## src/rtl/arith_pkg.sv

```systemverilog
// arith_pkg: FSM encodings and width limits shared by the arithmetic lab blocks
package arith_pkg;

   typedef enum logic [1:0] {
      IDLE = 2'b00,
      RUN  = 2'b01,
      DONE = 2'b10
   } div_state_t;

   localparam int W_MIN = 2;
   localparam int W_MAX = 16;

   // step counter width: ceil(log2 w) + 1 bits
   function automatic int cnt_width(input int w);
      return $clog2(w) + 1;
   endfunction

endpackage

```

## src/rtl/seq_restoring_divider_div_step.sv

```systemverilog
// div_step: one restoring trial subtract built from a ripple of full adders
module myFA (
   input  logic a,
   input  logic b,
   input  logic ci,
   output logic s,
   output logic co
);
   assign s  = a ^ b ^ ci;
   assign co = (a & b) | (ci & (a ^ b));
endmodule

module div_step #(
   parameter int W = 4
) (
   input  logic [W:0]   a,
   input  logic [W-1:0] d,
   output logic [W-1:0] a_next,
   output logic         q_bit
);
   logic [W:0] nd;
   logic [W:0] c;
   logic [W:0] t;

   // a - d as a + ~d + 1 in W+1 bits
   assign nd   = ~{1'b0, d};
   assign c[0] = 1'b1;

   genvar i;
   for (i = 0; i < W; i++) begin : g_fa
      myFA u_fa (
         .a  (a[i]),
         .b  (nd[i]),
         .ci (c[i]),
         .s  (t[i]),
         .co (c[i+1])
      );
   end

   // top cell only needs its sum bit: the sign of the trial difference
   assign t[W] = a[W] ^ nd[W] ^ c[W];

   // a non-negative difference is kept; otherwise the old value is restored
   assign q_bit  = ~t[W];
   assign a_next = q_bit ? t[W-1:0] : a[W-1:0];
endmodule

```

## src/rtl/seq_restoring_divider.sv

```systemverilog
// seq_restoring_divider: unsigned W-bit divider, one restoring step per clock
module seq_restoring_divider
   import arith_pkg::*;
#(
   parameter int W = 4
) (
   input  logic         clk,
   input  logic         rst_n,
   input  logic         start,
   input  logic [W-1:0] dividend,
   input  logic [W-1:0] divisor,
   output logic         busy,
   output logic         done,
   output logic [W-1:0] quotient,
   output logic [W-1:0] remainder,
   output logic         div_by_zero
);
   localparam int CW = cnt_width(W);

   if (W < W_MIN || W > W_MAX) begin : g_bad_w
      $error("seq_restoring_divider: W out of range");
   end

   div_state_t  state_q, state_d;
   // partial remainder stays below the divisor after every step, so its
   // W+1-bit form only exists transiently as the shifted value a_sh
   logic [W-1:0] a_q, a_d;
   logic [W-1:0] q_q, q_d;
   logic [W-1:0] dvs_q, dvs_d;
   logic [W-1:0] quo_q, quo_d;
   logic [W-1:0] rem_q, rem_d;
   logic [CW-1:0] cnt_q, cnt_d;
   logic         dbz_q, dbz_d;
   logic         busy_q, busy_d;
   logic         done_q, done_d;
   logic [W:0]   a_sh;
   logic [W-1:0] step_a;
   logic         step_bit;

   assign a_sh = {1'b0, a_q, q_q[W-1]};

   div_step #(.W(W)) u_step (
      .a      (a_sh),
      .d      (dvs_q),
      .a_next (step_a),
      .q_bit  (step_bit)
   );

   // next-state: iterate in RUN, accept new operations in IDLE or DONE
   always_comb begin
      state_d = state_q;
      a_d     = a_q;
      q_d     = q_q;
      dvs_d   = dvs_q;
      cnt_d   = cnt_q;
      quo_d   = quo_q;
      rem_d   = rem_q;
      dbz_d   = dbz_q;
      if (state_q == RUN) begin
         a_d   = step_a;
         q_d   = {q_q[W-2:0], step_bit};
         cnt_d = cnt_q + 1'b1;
         if (cnt_q == CW'(W - 1)) begin
            quo_d   = q_d;
            rem_d   = a_d;
            dbz_d   = 1'b0;
            state_d = DONE;
         end
      end else if (start) begin
         if (divisor == '0) begin
            quo_d   = '1;
            rem_d   = dividend;
            dbz_d   = 1'b1;
            state_d = DONE;
         end else begin
            a_d     = '0;
            q_d     = dividend;
            dvs_d   = divisor;
            cnt_d   = '0;
            state_d = RUN;
         end
      end else if (state_q == DONE) begin
         state_d = IDLE;
      end
      busy_d = (state_d == RUN);
      done_d = (state_d == DONE);
   end

   // state, datapath and registered outputs
   always_ff @(posedge clk or negedge rst_n) begin
      if (!rst_n) begin
         state_q <= IDLE;
         a_q     <= '0;
         q_q     <= '0;
         dvs_q   <= '0;
         cnt_q   <= '0;
         quo_q   <= '0;
         rem_q   <= '0;
         dbz_q   <= 1'b0;
         busy_q  <= 1'b0;
         done_q  <= 1'b0;
      end else begin
         state_q <= state_d;
         a_q     <= a_d;
         q_q     <= q_d;
         dvs_q   <= dvs_d;
         cnt_q   <= cnt_d;
         quo_q   <= quo_d;
         rem_q   <= rem_d;
         dbz_q   <= dbz_d;
         busy_q  <= busy_d;
         done_q  <= done_d;
      end
   end

   assign busy        = busy_q;
   assign done        = done_q;
   assign quotient    = quo_q;
   assign remainder   = rem_q;
   assign div_by_zero = dbz_q;
endmodule

```

## config.mk

```make
export PLATFORM = sky130hd
export DESIGN_NAME = seq_restoring_divider
export DESIGN_NICKNAME = d
export VERILOG_FILES = /design/src/rtl/arith_pkg.sv /design/src/rtl/seq_restoring_divider_div_step.sv /design/src/rtl/seq_restoring_divider.sv
export SDC_FILE = /design/constraint.sdc
export NUM_CORES = 1
export LEC_CHECK = 0
export CORE_MARGIN = 4
export CORE_UTILIZATION = 40
export DETAILED_ROUTE_END_ITERATION = 10
export PLACE_DENSITY = 0.64
export SLEW_MARGIN = 5
export SYNTH_ARGS = -nofsm -noshare
export SYNTH_HDL_FRONTEND = slang
export SYNTH_SLANG_ARGS = --single-unit
```

## constraint.sdc

```tcl
create_clock -name clk -period 8.2 [get_ports clk]
set_input_delay 1.64 -clock clk [delete_from_list [all_inputs] [get_ports clk]]
set_output_delay 1.64 -clock clk [all_outputs]
set_load 0.05 [all_outputs]
```

==> results.txt, run 1 <==
----------------------------------------------------
[Outcome]
  Outcome ... completed

[Die]
  Die Height ... 66.6 µm
  Floorplan Core Area ... 0.00334 mm²
  Std cell rows ... 21
  Die outline width ... 66.6 µm
  Die area ... 0.00444 mm²
  I/O pin count ... 22
  Initial Utilization ... 0.412

[Worst hold path]
  Worst hold stages ... 1
  Worst Hold Launch ... quotient[2]
  Class of the tightest hold or removal check ... register to register
  Hold EP ... quotient[2]

[Route]
  Met3 wire len ... 72 µm
  Highest metal layer used by the detailed router ... met4
  Via count of the routed design ... 968
  DRC Markers ... 0
  Met2 WL post-DR ... 1290 µm
  WL met1 ... 1310 µm
  Number of detailed-route iterations in the first pass ... 2
  Mean number of vias per cell ... 5.20
  Routed wirelength normalized by instance count ... 14.5 µm
  Overall routed net length ... 2710 µm
  Number of DRC markers after the initial detailed-route iteration ... 25
  Count of nets left with antenna violations after detail routing ... 0

[Timing]
  Slew Limit Headroom ... 0.178
  Period utilization ... 0.439
  Slew of the pin with the lowest slew margin ... 1.22 ns
  Hold Vio Cnt, Final ... 0
  Final number of setup-violating endpoints ... 0
  Period minus WS final ... 3.60 ns
  Count of final max-slew check failures ... 0
  Maximum clock skew at final layout ... 0.0121 ns
  Fmax ... 0.278 GHz
  Worst-case setup margin in the final layout ... 4.60 ns
  Setup repair after global routing missed its margin ... false
  Sum of negative setup slack ... 0 ns

[Final layout]
  Area delta synth->final ... 21.8%
  Fillers ... 314
  ANT cells ... 0
  Share of layout cells above drive strength 1 ... 0.0786
  NumNets Final ... 158

[Critical path]
  Crit path required time ... 8.42 ns
  Reg2reg setup slack ... 5.23 ns
  Startpoint type of the worst setup path ... input pin
  Reg2reg path depth ... 11
  Delay of the slowest cell on the worst path ... 1.11 ns
  Slowest stage cell, crit path ... sky130_fd_sc_hd__o41ai_2
  Kind of end point of the critical path ... register
  Beginning of the worst register-to-register path ... q_q[3]
  Arrival time of the worst setup path ... 3.82 ns
  Largest fanout on the critical path ... 12
  Total buffers and inverters traversed by the critical path ... 1
  Family of cells with the greatest summed delay on the critical path ... compound AO/OA/AOI/OAI gates
  Number of cells on the critical path ... 4
  Path type of the worst setup path ... input pin to register
  Worst path cell trace ... clkdlybuf4s50_1, o41ai_2, nor2_1, or2_2
  Endpoint of the worst-slack reg-to-reg timing path ... a_q[3]

[CTS]
  Post-CTS Hold Fix Bufs ... 0
  Maximum clock insertion buffer count ... 2
  Post-cts resize count ... 0
  Clock Sink Count ... 28
  Number of post-CTS setup repair buffers ... 0
  CTS tree ... done
  Clock network latency to the later pin of the worst-skew pair ... 0.33 ns
  TritonCTS buffer count ... 3
  CTS clock-pin slew for the worst setup and hold paths ... 0.15 ns
  Max H-tree Level ... 1
  Clock tree root buffer cell ... sky130_fd_sc_hd__clkbuf_4

[Global routing]
  Wire length of the first global-routing pass ... 4760 µm
  Gr usage total ... 0.140
  Maximum number of pins on one net before global-route repair ... 29
  Vias in the first global route ... 988
  Total congestion overflow ... 0
  Antenna violations before repair ... 0

[Yosys]
  Avg Inst Size Synth ... 11.4 µm²
  Number of flip-flops and latches in the synthesized netlist ... 28
  Number of warnings reported in the yosys synthesis log ... 0
  Gate Count Post-Synth ... 121
  Synth cell types ... 38
  Net count after synthesis ... 138
  Post-synth design cell area ... 0.00137 mm²
  Sequential-to-total area share from yosys stat ... 0.510

[Placement]
  Quantity of I/O buffers inserted on ports ... 21
  Global placer's final weighted congestion ... 0.820
  Post-DP HPWL ... 1980 µm
  DP Worst Slack ... 4.23 ns

[Pwr]
  Max IR drop VDD ... 0.158 mV
  Leak pwr ... 0.000729 µW
  Pwr dens ... 414 mW/mm²

[Flow run]
  Max_cap viols ... 0

----------------------------------------------------
-- worst register-to-register path: cells and delay by family (launching register included) --
kind / cells / cell delay [ns]
simple gates: 2 / 0.58
buf+inv: 4 / 0.24
flops: 1 / 0.43
xor+xnor: 1 / 0.63
fa+ha+maj: 4 / 1.01
-- cell families (layout without fill, tap and decap cells) --
logic type / count (synthesis) / count (layout) / synth area share
AO/OA/AOI/OAI: 27 / 27 / 0.166
buffers and inverters: 16 / 35 / 0.0510
flip-flops: 28 / 28 / 0.510
XOR/XNOR: 1 / 1 / 0.00638
AND/OR/NAND/NOR: 38 / 38 / 0.158
multiplexers: 5 / 5 / 0.0383
adder cells (fa/ha/maj): 6 / 6 / 0.0710
-- per-stage QoR --
stage / util / power, µW / cell area (µm²) / instances / hold slack (ns)
floorplan: - / 504 / 1370 / 121 / 0.464
global placement: 0.486 / 602 / 1620 / 182 / 0.471
detailed placement: 0.486 / 608 / 1620 / 182 / 0.476
CTS: 0.501 / 698 / 1670 / 186 / 0.511
global route: 0.501 / 750 / 1670 / 186 / 0.535
finish: 0.501 / 692 / 1670 / 186 / 0.505
-- cells in the final DEF, fill, tap and decap left out, drive strengths merged, types with 2 or more instances in the layout --
cell type	instances
or3	4
nor2	3
and3	8
mux2	2
clkbuf	3
o32a	4
clkdlybuf4s50	21
dfrtp	28
nand3	6
inv	9
ha	3
o22a	3
fa	3
mux2i	3
nor3b	2
o21ai	8
nand2	5
nor3	2
o41a	4
-- area by class of cell --
| type | instances | area [µm²] | share of cell area |
|---|---|---|---|
| repair buffers | 22 | 218 | 0.130 |
| inverters | 9 | 33.8 | 0.0202 |
| multi-input cells | 77 | 611 | 0.365 |
| well taps | 46 | 57.6 | 0.0344 |
| clock inverters | 1 | 30.0 | 0.0180 |
| flip-flops and latches | 28 | 701 | 0.419 |
| clock buffers | 3 | 22.5 | 0.0135 |
-- sequential cells by signal, summed over array words and instances (netlist names) --
signal and flops:
a_q 4, dvs_q 4, q_q 4, quotient 4, remainder 4, cnt_q 3
state_q 2, busy 1, div_by_zero 1, done 1
-- where the power goes --
group          internal (µW)  leakage, µW  total (µW)  switching [µW]
Sequential               201     0.000339         238            37.3
Clock                   49.4    0.0000279        89.5            40.0
Combinational            139     0.000362         364             225
Total                    389     0.000729         692             303
-- how the worst max path moves through the flow --
| stage | startpoint | endpoint |
|---|---|---|
| 4_1_cts | divisor[3] | busy |
| 2_1_floorplan | divisor[3] | remainder[1] |
| 6_report | divisor[3] | busy |
| 3_3_place_gp | divisor[3] | busy |
| 3_5_place_dp | divisor[3] | busy |
| 5_1_grt | divisor[3] | dvs_q[0] |
-- synth_stat cells --
master | number | area share
sky130_fd_sc_hd__or4_4 | 1 | 0.0082
sky130_fd_sc_hd__nor4_1 | 1 | 0.0046
sky130_fd_sc_hd__o31ai_4 | 1 | 0.015
sky130_fd_sc_hd__and2_1 | 1 | 0.0046
sky130_fd_sc_hd__or2_2 | 1 | 0.0046
sky130_fd_sc_hd__and3_1 | 8 | 0.036
sky130_fd_sc_hd__buf_2 | 2 | 0.0073
sky130_fd_sc_hd__nand3b_1 | 1 | 0.0055
sky130_fd_sc_hd__fa_1 | 3 | 0.044
sky130_fd_sc_hd__mux2i_1 | 3 | 0.022
sky130_fd_sc_hd__nand4_1 | 1 | 0.0046
sky130_fd_sc_hd__o211ai_1 | 1 | 0.0055
sky130_fd_sc_hd__nand3_1 | 6 | 0.022
sky130_fd_sc_hd__o41a_1 | 4 | 0.033
sky130_fd_sc_hd__ha_1 | 3 | 0.027
sky130_fd_sc_hd__o32a_1 | 4 | 0.029
sky130_fd_sc_hd__nor3_1 | 2 | 0.0073
sky130_fd_sc_hd__a311oi_1 | 1 | 0.0064
sky130_fd_sc_hd__a2bb2oi_1 | 1 | 0.0064
sky130_fd_sc_hd__o21ai_0 | 8 | 0.029
sky130_fd_sc_hd__inv_1 | 9 | 0.025
sky130_fd_sc_hd__nor2b_1 | 1 | 0.0046
sky130_fd_sc_hd__clkbuf_1 | 3 | 0.0082
sky130_fd_sc_hd__nand2b_1 | 1 | 0.0046
sky130_fd_sc_hd__xnor2_1 | 1 | 0.0064
sky130_fd_sc_hd__buf_1 | 1 | 0.0027
sky130_fd_sc_hd__buf_6 | 1 | 0.0082
sky130_fd_sc_hd__dfrtp_1 | 28 | 0.51
sky130_fd_sc_hd__a32o_1 | 1 | 0.0073
sky130_fd_sc_hd__or3_1 | 4 | 0.018
sky130_fd_sc_hd__o41ai_1 | 1 | 0.0064
sky130_fd_sc_hd__nor3b_1 | 2 | 0.011
sky130_fd_sc_hd__nor2_1 | 3 | 0.0082
sky130_fd_sc_hd__o22a_1 | 3 | 0.019
sky130_fd_sc_hd__nand2_1 | 5 | 0.014
sky130_fd_sc_hd__mux2_2 | 2 | 0.016
sky130_fd_sc_hd__a21oi_1 | 1 | 0.0036
sky130_fd_sc_hd__o22ai_1 | 1 | 0.0046
-- routing by layer --
| metal | up-vias | track usage |
|---|---|---|
| met5 | - | 0 |
| li1 | 484 | - |
| met3 | 4 | 0.0219 |
| met1 | 470 | 0.194 |
| met4 | 0 | 0.0457 |
| met2 | 10 | 0.223 |
No activity file was read; power rests on OpenSTA's default activity.
==> run 2: changes to the inputs <==
- clock period: 8.2 -> 3.4 ns (I/O delays scaled with it)
==> results.txt, run 2 (synthesized netlist as in run 1, its figures left out) <==
----------------------------------------------------
[Timing]
  Setup repair after global routing missed its margin ... false
  Maximum clock skew at final layout ... 0.00952 ns
  Final number of setup-violating endpoints ... 0
  Slew of the pin with the lowest slew margin ... 0.711 ns
  Count of final max-slew check failures ... 0
  Hold Vio Cnt, Final ... 0
  Sum of negative setup slack ... 0 ns
  Period utilization ... 0.776
  Slew Limit Headroom ... 0.526
  Worst-case setup margin in the final layout ... 0.763 ns
  Fmax ... 0.379 GHz
  Period minus WS final ... 2.64 ns

[Final layout]
  Footprint of the multi-input gates ... 611 µm²
  Fillers ... 313
  Register area ... 701 µm²
  ANT cells ... 0
  Leading cell types in the layout, fill and taps excluded ... sky130_fd_sc_hd__dfrtp_1 (28), sky130_fd_sc_hd__clkdlybuf4s50_1 (21), sky130_fd_sc_hd__inv_1 (9)
  NumNets Final ... 161
  Share of layout cells above drive strength 1 ... 0.0979
  Most frequent standard cell in the layout excluding fill and tap cells ... sky130_fd_sc_hd__dfrtp_1
  Area delta synth->final ... 23.4%

[Die]
  Die area ... 0.00444 mm²
  Die Height ... 66.6 µm
  Die outline width ... 66.6 µm
  Initial Utilization ... 0.412
  Floorplan Core Area ... 0.00334 mm²
  Std cell rows ... 21
  I/O pin count ... 22

[CTS]
  Max H-tree Level ... 1
  TritonCTS buffer count ... 3
  Clock Sink Count ... 28
  Number of post-CTS setup repair buffers ... 0
  Post-CTS Hold Fix Bufs ... 0
  CTS clock-pin slew for the worst setup and hold paths ... 0.15 ns
  Clock network latency to the later pin of the worst-skew pair ... 0.33 ns
  CTS tree ... done
  Post-cts resize count ... 0
  Maximum clock insertion buffer count ... 2
  Clock tree root buffer cell ... sky130_fd_sc_hd__clkbuf_4

[Global routing]
  Wire length of the first global-routing pass ... 4910 µm
  Total congestion overflow ... 0
  Vias in the first global route ... 1020
  Gr usage total ... 0.144
  Antenna violations before repair ... 0
  Maximum number of pins on one net before global-route repair ... 29

[Placement]
  Quantity of I/O buffers inserted on ports ... 21
  Post-DP HPWL ... 2040 µm
  DP Worst Slack ... 0.794 ns
  Global placer's final weighted congestion ... 0.748

[Critical path]
  Crit path required time ... 3.62 ns
  Reg2reg path depth ... 12
  Endpoint of the worst-slack reg-to-reg timing path ... a_q[1]
  Kind of end point of the critical path ... register
  Arrival time of the worst setup path ... 2.86 ns
  Largest fanout on the critical path ... 10
  Crit path capture ... a_q[1]
  Number of cells on the critical path ... 12
  Slowest stage cell, crit path ... sky130_fd_sc_hd__dfrtp_1
  Critical path startpoint ... q_q[3]
  Startpoint type of the worst setup path ... register
  Delay of the slowest cell on the worst path ... 0.43 ns
  Family of cells with the greatest summed delay on the critical path ... adder cells
  Total buffers and inverters traversed by the critical path ... 5
  Worst path cell trace ... inv_1, ha_1, inv_1, fa_1, inv_1, fa_1, inv_1, fa_1, xnor2_1, buf_4, and3_1, or3_1
  Cell seen most often among critical-path stages ... sky130_fd_sc_hd__inv_1
  Beginning of the worst register-to-register path ... q_q[3]
  Reg2reg setup slack ... 0.76 ns
  Path type of the worst setup path ... register to register

[Pwr]
  Pwr dens ... 1000 mW/mm²
  Cell-internal power ... 966 µW
  Share of total power in sequential cells ... 0.337
  Max IR drop VDD ... 0.497 mV
  Switch share ... 0.432
  Logic gate share of total power ... 0.535
  Leak pwr ... 0.000743 µW
  Net Sw Power ... 735 µW
  Proportion of power drawn by the clock network ... 0.128

[Route]
  DRC Markers ... 0
  Routed wirelength normalized by instance count ... 14.5 µm
  Number of detailed-route iterations in the first pass ... 3
  Mean number of vias per cell ... 5.35
  Number of DRC markers after the initial detailed-route iteration ... 29
  Count of nets left with antenna violations after detail routing ... 0
  Overall routed net length ... 2730 µm
  Via count of the routed design ... 1011

[Outcome]
  Outcome ... completed

[Flow run]
  Max_cap viols ... 0

[Worst hold path]
  Class of the tightest hold or removal check ... register to register

----------------------------------------------------
## run 2: layer usage
layer	vias up	part of all wire	GRT usage
li1	494	-	-
met1	499	0.45	0.187
met2	13	0.50	0.240
met3	5	0.037	0.0371
met4	0	0.0084	0.0305
met5	-	0	0
## run 2: area by class of cell
class,instances,area share
Clock buffer,3,0.0133
Tap cell,46,0.0339
Clock inverter,1,0.0177
Sequential cell,28,0.413
Inverter,9,0.0199
Timing Repair Buffer,25,0.142
Multi-Input combinational cell,77,0.360
## run 2: through the flow
stage / instances / power, µW / hold slack [ns] / instance area [µm²] / util
floorplan: 121 / 1220 / 0.384 / 1370 / -
global placement: 185 / 1480 / 0.471 / 1640 / 0.492
detailed placement: 185 / 1500 / 0.476 / 1640 / 0.492
CTS: 189 / 1720 / 0.511 / 1700 / 0.508
global route: 189 / 1830 / 0.533 / 1700 / 0.508
finish: 189 / 1700 / 0.506 / 1700 / 0.508
## run 2: power by group through the flow
stage | registers (µW) | clock network [µW] | logic [µW]
CTS | 576 | 225 | 920
global placement | 581 | 0 | 903
floorplan | 779 | 0 | 437
finish | 574 | 217 | 910
detailed placement | 585 | 0 | 914
global route | 597 | 236 | 1000
## run 2: worst min path at each step
stage                       from      endpoint  slack, ns  depth (start not counted)
floorplan                  rst_n        a_q[0]       0.38                          0
global placement     quotient[1]   quotient[1]       0.47                          1
detailed placement   quotient[2]   quotient[2]       0.48                          1
CTS                  quotient[2]   quotient[2]       0.51                          1
global route        remainder[1]  remainder[1]       0.53                          1
finish               quotient[2]   quotient[2]       0.51                          1
==> run 3: changes to the inputs <==
- clock period: 3.4 -> 2.6 ns (I/O delays scaled with it)
==> results.txt, run 3 (synthesized netlist as in run 1, its figures left out) <==
----------------------------------------------------
[Pwr]
  Switch share ... 0.432
  Proportion of power drawn by the clock network ... 0.089
  Share of total power in sequential cells ... 0.320
  Logic gate share of total power ... 0.592
  Pwr dens ... 1350 mW/mm²
  Leak pwr ... 0.000760 µW
  Net Sw Power ... 1030 µW
  Cell-internal power ... 1350 µW
  Max IR drop VDD ... 0.598 mV

[Critical path]
  Kind of end point of the critical path ... register
  Crit path required time ... 2.83 ns
  Startpoint type of the worst setup path ... register
  Reg2reg setup slack ... 0.05 ns
  Arrival time of the worst setup path ... 2.78 ns
  Beginning of the worst register-to-register path ... q_q[3]
  Reg2reg path depth ... 12
  Largest fanout on the critical path ... 6
  Endpoint of the worst-slack reg-to-reg timing path ... a_q[3]
  Path type of the worst setup path ... register to register

[Final layout]
  Most frequent standard cell in the layout excluding fill and tap cells ... sky130_fd_sc_hd__dfrtp_1
  Fillers ... 328
  Finished Cell Area ... 0.00177 mm²
  Util after Layout ... 0.529
  Area delta synth->final ... 28.5%
  Post-route insts no fill ... 194
  NumNets Final ... 166
  Leading cell types in the layout, fill and taps excluded ... sky130_fd_sc_hd__dfrtp_1 (28), sky130_fd_sc_hd__clkdlybuf4s50_1 (21), sky130_fd_sc_hd__inv_1 (8), sky130_fd_sc_hd__o21ai_0 (8), sky130_fd_sc_hd__buf_4 (7)
  ANT cells ... 0
  Share of layout cells above drive strength 1 ... 0.182

[Global routing]
  Gr usage total ... 0.143
  Wire length of the first global-routing pass ... 4870 µm
  Antenna violations before repair ... 0
  Vias in the first global route ... 1055
  Total congestion overflow ... 0
  Maximum number of pins on one net before global-route repair ... 29

[CTS]
  Maximum clock insertion buffer count ... 2
  CTS clock-pin slew for the worst setup and hold paths ... 0.15 ns
  Clock network latency to the later pin of the worst-skew pair ... 0.33 ns
  Max H-tree Level ... 1
  CTS tree ... done
  Clock Sink Count ... 28
  TritonCTS buffer count ... 3
  Clock tree root buffer cell ... sky130_fd_sc_hd__clkbuf_4
  Post-CTS Hold Fix Bufs ... 0

[Timing]
  Final number of setup-violating endpoints ... 0
  Hold Vio Cnt, Final ... 0
  Sum of negative setup slack ... 0 ns
  Post-Route Hold Slack ... 0.508 ns
  Period minus WS final ... 2.55 ns
  Setup repair after global routing missed its margin ... true
  Slew of the pin with the lowest slew margin ... 0.748 ns
  Maximum clock skew at final layout ... 0.00844 ns
  Count of final max-slew check failures ... 0
  Period utilization ... 0.981
  Slew Limit Headroom ... 0.502
  Fmax ... 0.392 GHz

[Placement]
  Global placer's final weighted congestion ... 0.787
  Cell Count Post-Placement ... 188
  Quantity of I/O buffers inserted on ports ... 21
  Post-DP HPWL ... 2130 µm
  Placed Area ... 0.00167 mm²

[Die]
  Std cell rows ... 21
  Die Height ... 66.6 µm
  Initial Utilization ... 0.412
  Die area ... 0.00444 mm²
  I/O pin count ... 22
  Die outline width ... 66.6 µm
  Floorplan Core Area ... 0.00334 mm²

[Flow run]
  Max_cap viols ... 0

[Route]
  Mean number of vias per cell ... 5.46
  Via count of the routed design ... 1060
  Count of nets left with antenna violations after detail routing ... 0
  Overall routed net length ... 2950 µm
  Number of detailed-route iterations in the first pass ... 4
  Routed wirelength normalized by instance count ... 15.2 µm
  Number of DRC markers after the initial detailed-route iteration ... 57
  DRC Markers ... 0

[Outcome]
  Outcome ... completed

[Worst hold path]
  Worst Hold Launch ... quotient[2]
  Class of the tightest hold or removal check ... register to register
  Hold EP ... quotient[2]
  Worst hold stages ... 1

----------------------------------------------------
## run 3: routing by layer
metal / wire [µm] / vias to the layer above / track usage
met5: 0 / - / 0
met2: 1500 / 13 / 0.235
met3: 76 / 4 / 0.0253
met1: 1340 / 541 / 0.193
met4: 25 / 0 / 0.0355
li1: - / 502 / -
## run 3: repair_timing
| item | in CTS | in global routing |
|---|---|---|
| pin swaps | 1 | 0 |
| setup buffers | 0 | 2 |
| gates resized for setup | 2 | 9 |
| endpoints found under the setup margin | 8 | 8 |
## run 3: cell type report
cell class | count | area (µm²) | area share
inverters | 9 | 33.8 | 0.0191
clock buffers | 4 | 36.3 | 0.0206
multi-input cells | 77 | 652 | 0.369
repair buffers | 30 | 285 | 0.162
flip-flops and latches | 28 | 701 | 0.397
well taps | 46 | 57.6 | 0.0326
## run 3: worst max-delay path: stages, from the launching register on
cell and delay [ns]:
sky130_fd_sc_hd__dfrtp_1 0.40, sky130_fd_sc_hd__inv_1 0.05, sky130_fd_sc_hd__ha_1 0.13, sky130_fd_sc_hd__inv_1 0.05
sky130_fd_sc_hd__fa_2 0.33, sky130_fd_sc_hd__inv_2 0.06, sky130_fd_sc_hd__fa_2 0.16, sky130_fd_sc_hd__inv_1 0.05
sky130_fd_sc_hd__fa_2 0.37, sky130_fd_sc_hd__xnor2_4 0.24, sky130_fd_sc_hd__buf_4 0.16, sky130_fd_sc_hd__nor3b_1 0.05
sky130_fd_sc_hd__or3_1 0.40
## run 3: power groups by stage
stage / clock network (µW) / registers [µW] / logic, µW
2_1_floorplan: 0 / 1020 / 571
3_3_place_gp: 0 / 758 / 1220
3_5_place_dp: 0 / 767 / 1240
4_1_cts: 217 / 757 / 1270
5_1_grt: 237 / 792 / 1520
6_report: 210 / 760 / 1410
## run 3: worst max path at each step
| stage | from | end | slack [ns] | cells after the start |
|---|---|---|---|---|
| floorplan | q_q[3] | a_q[1] | 0.01 | 11 |
| global placement | q_q[3] | a_q[1] | -0.01 | 12 |
| detailed placement | q_q[3] | a_q[0] | -0.07 | 11 |
| CTS | q_q[3] | a_q[1] | -0.003 | 12 |
| global route | q_q[3] | a_q[3] | -0.06 | 12 |
| finish | q_q[3] | a_q[3] | 0.05 | 12 |
## run 3: per-stage QoR
stage	setup slack (ns)	total power, µW
detailed placement	-0.0656	2010
floorplan	0.0114	1590
CTS	-0.00275	2240
global placement	-0.0123	1980
finish	0.0487	2380
global route	-0.0568	2550
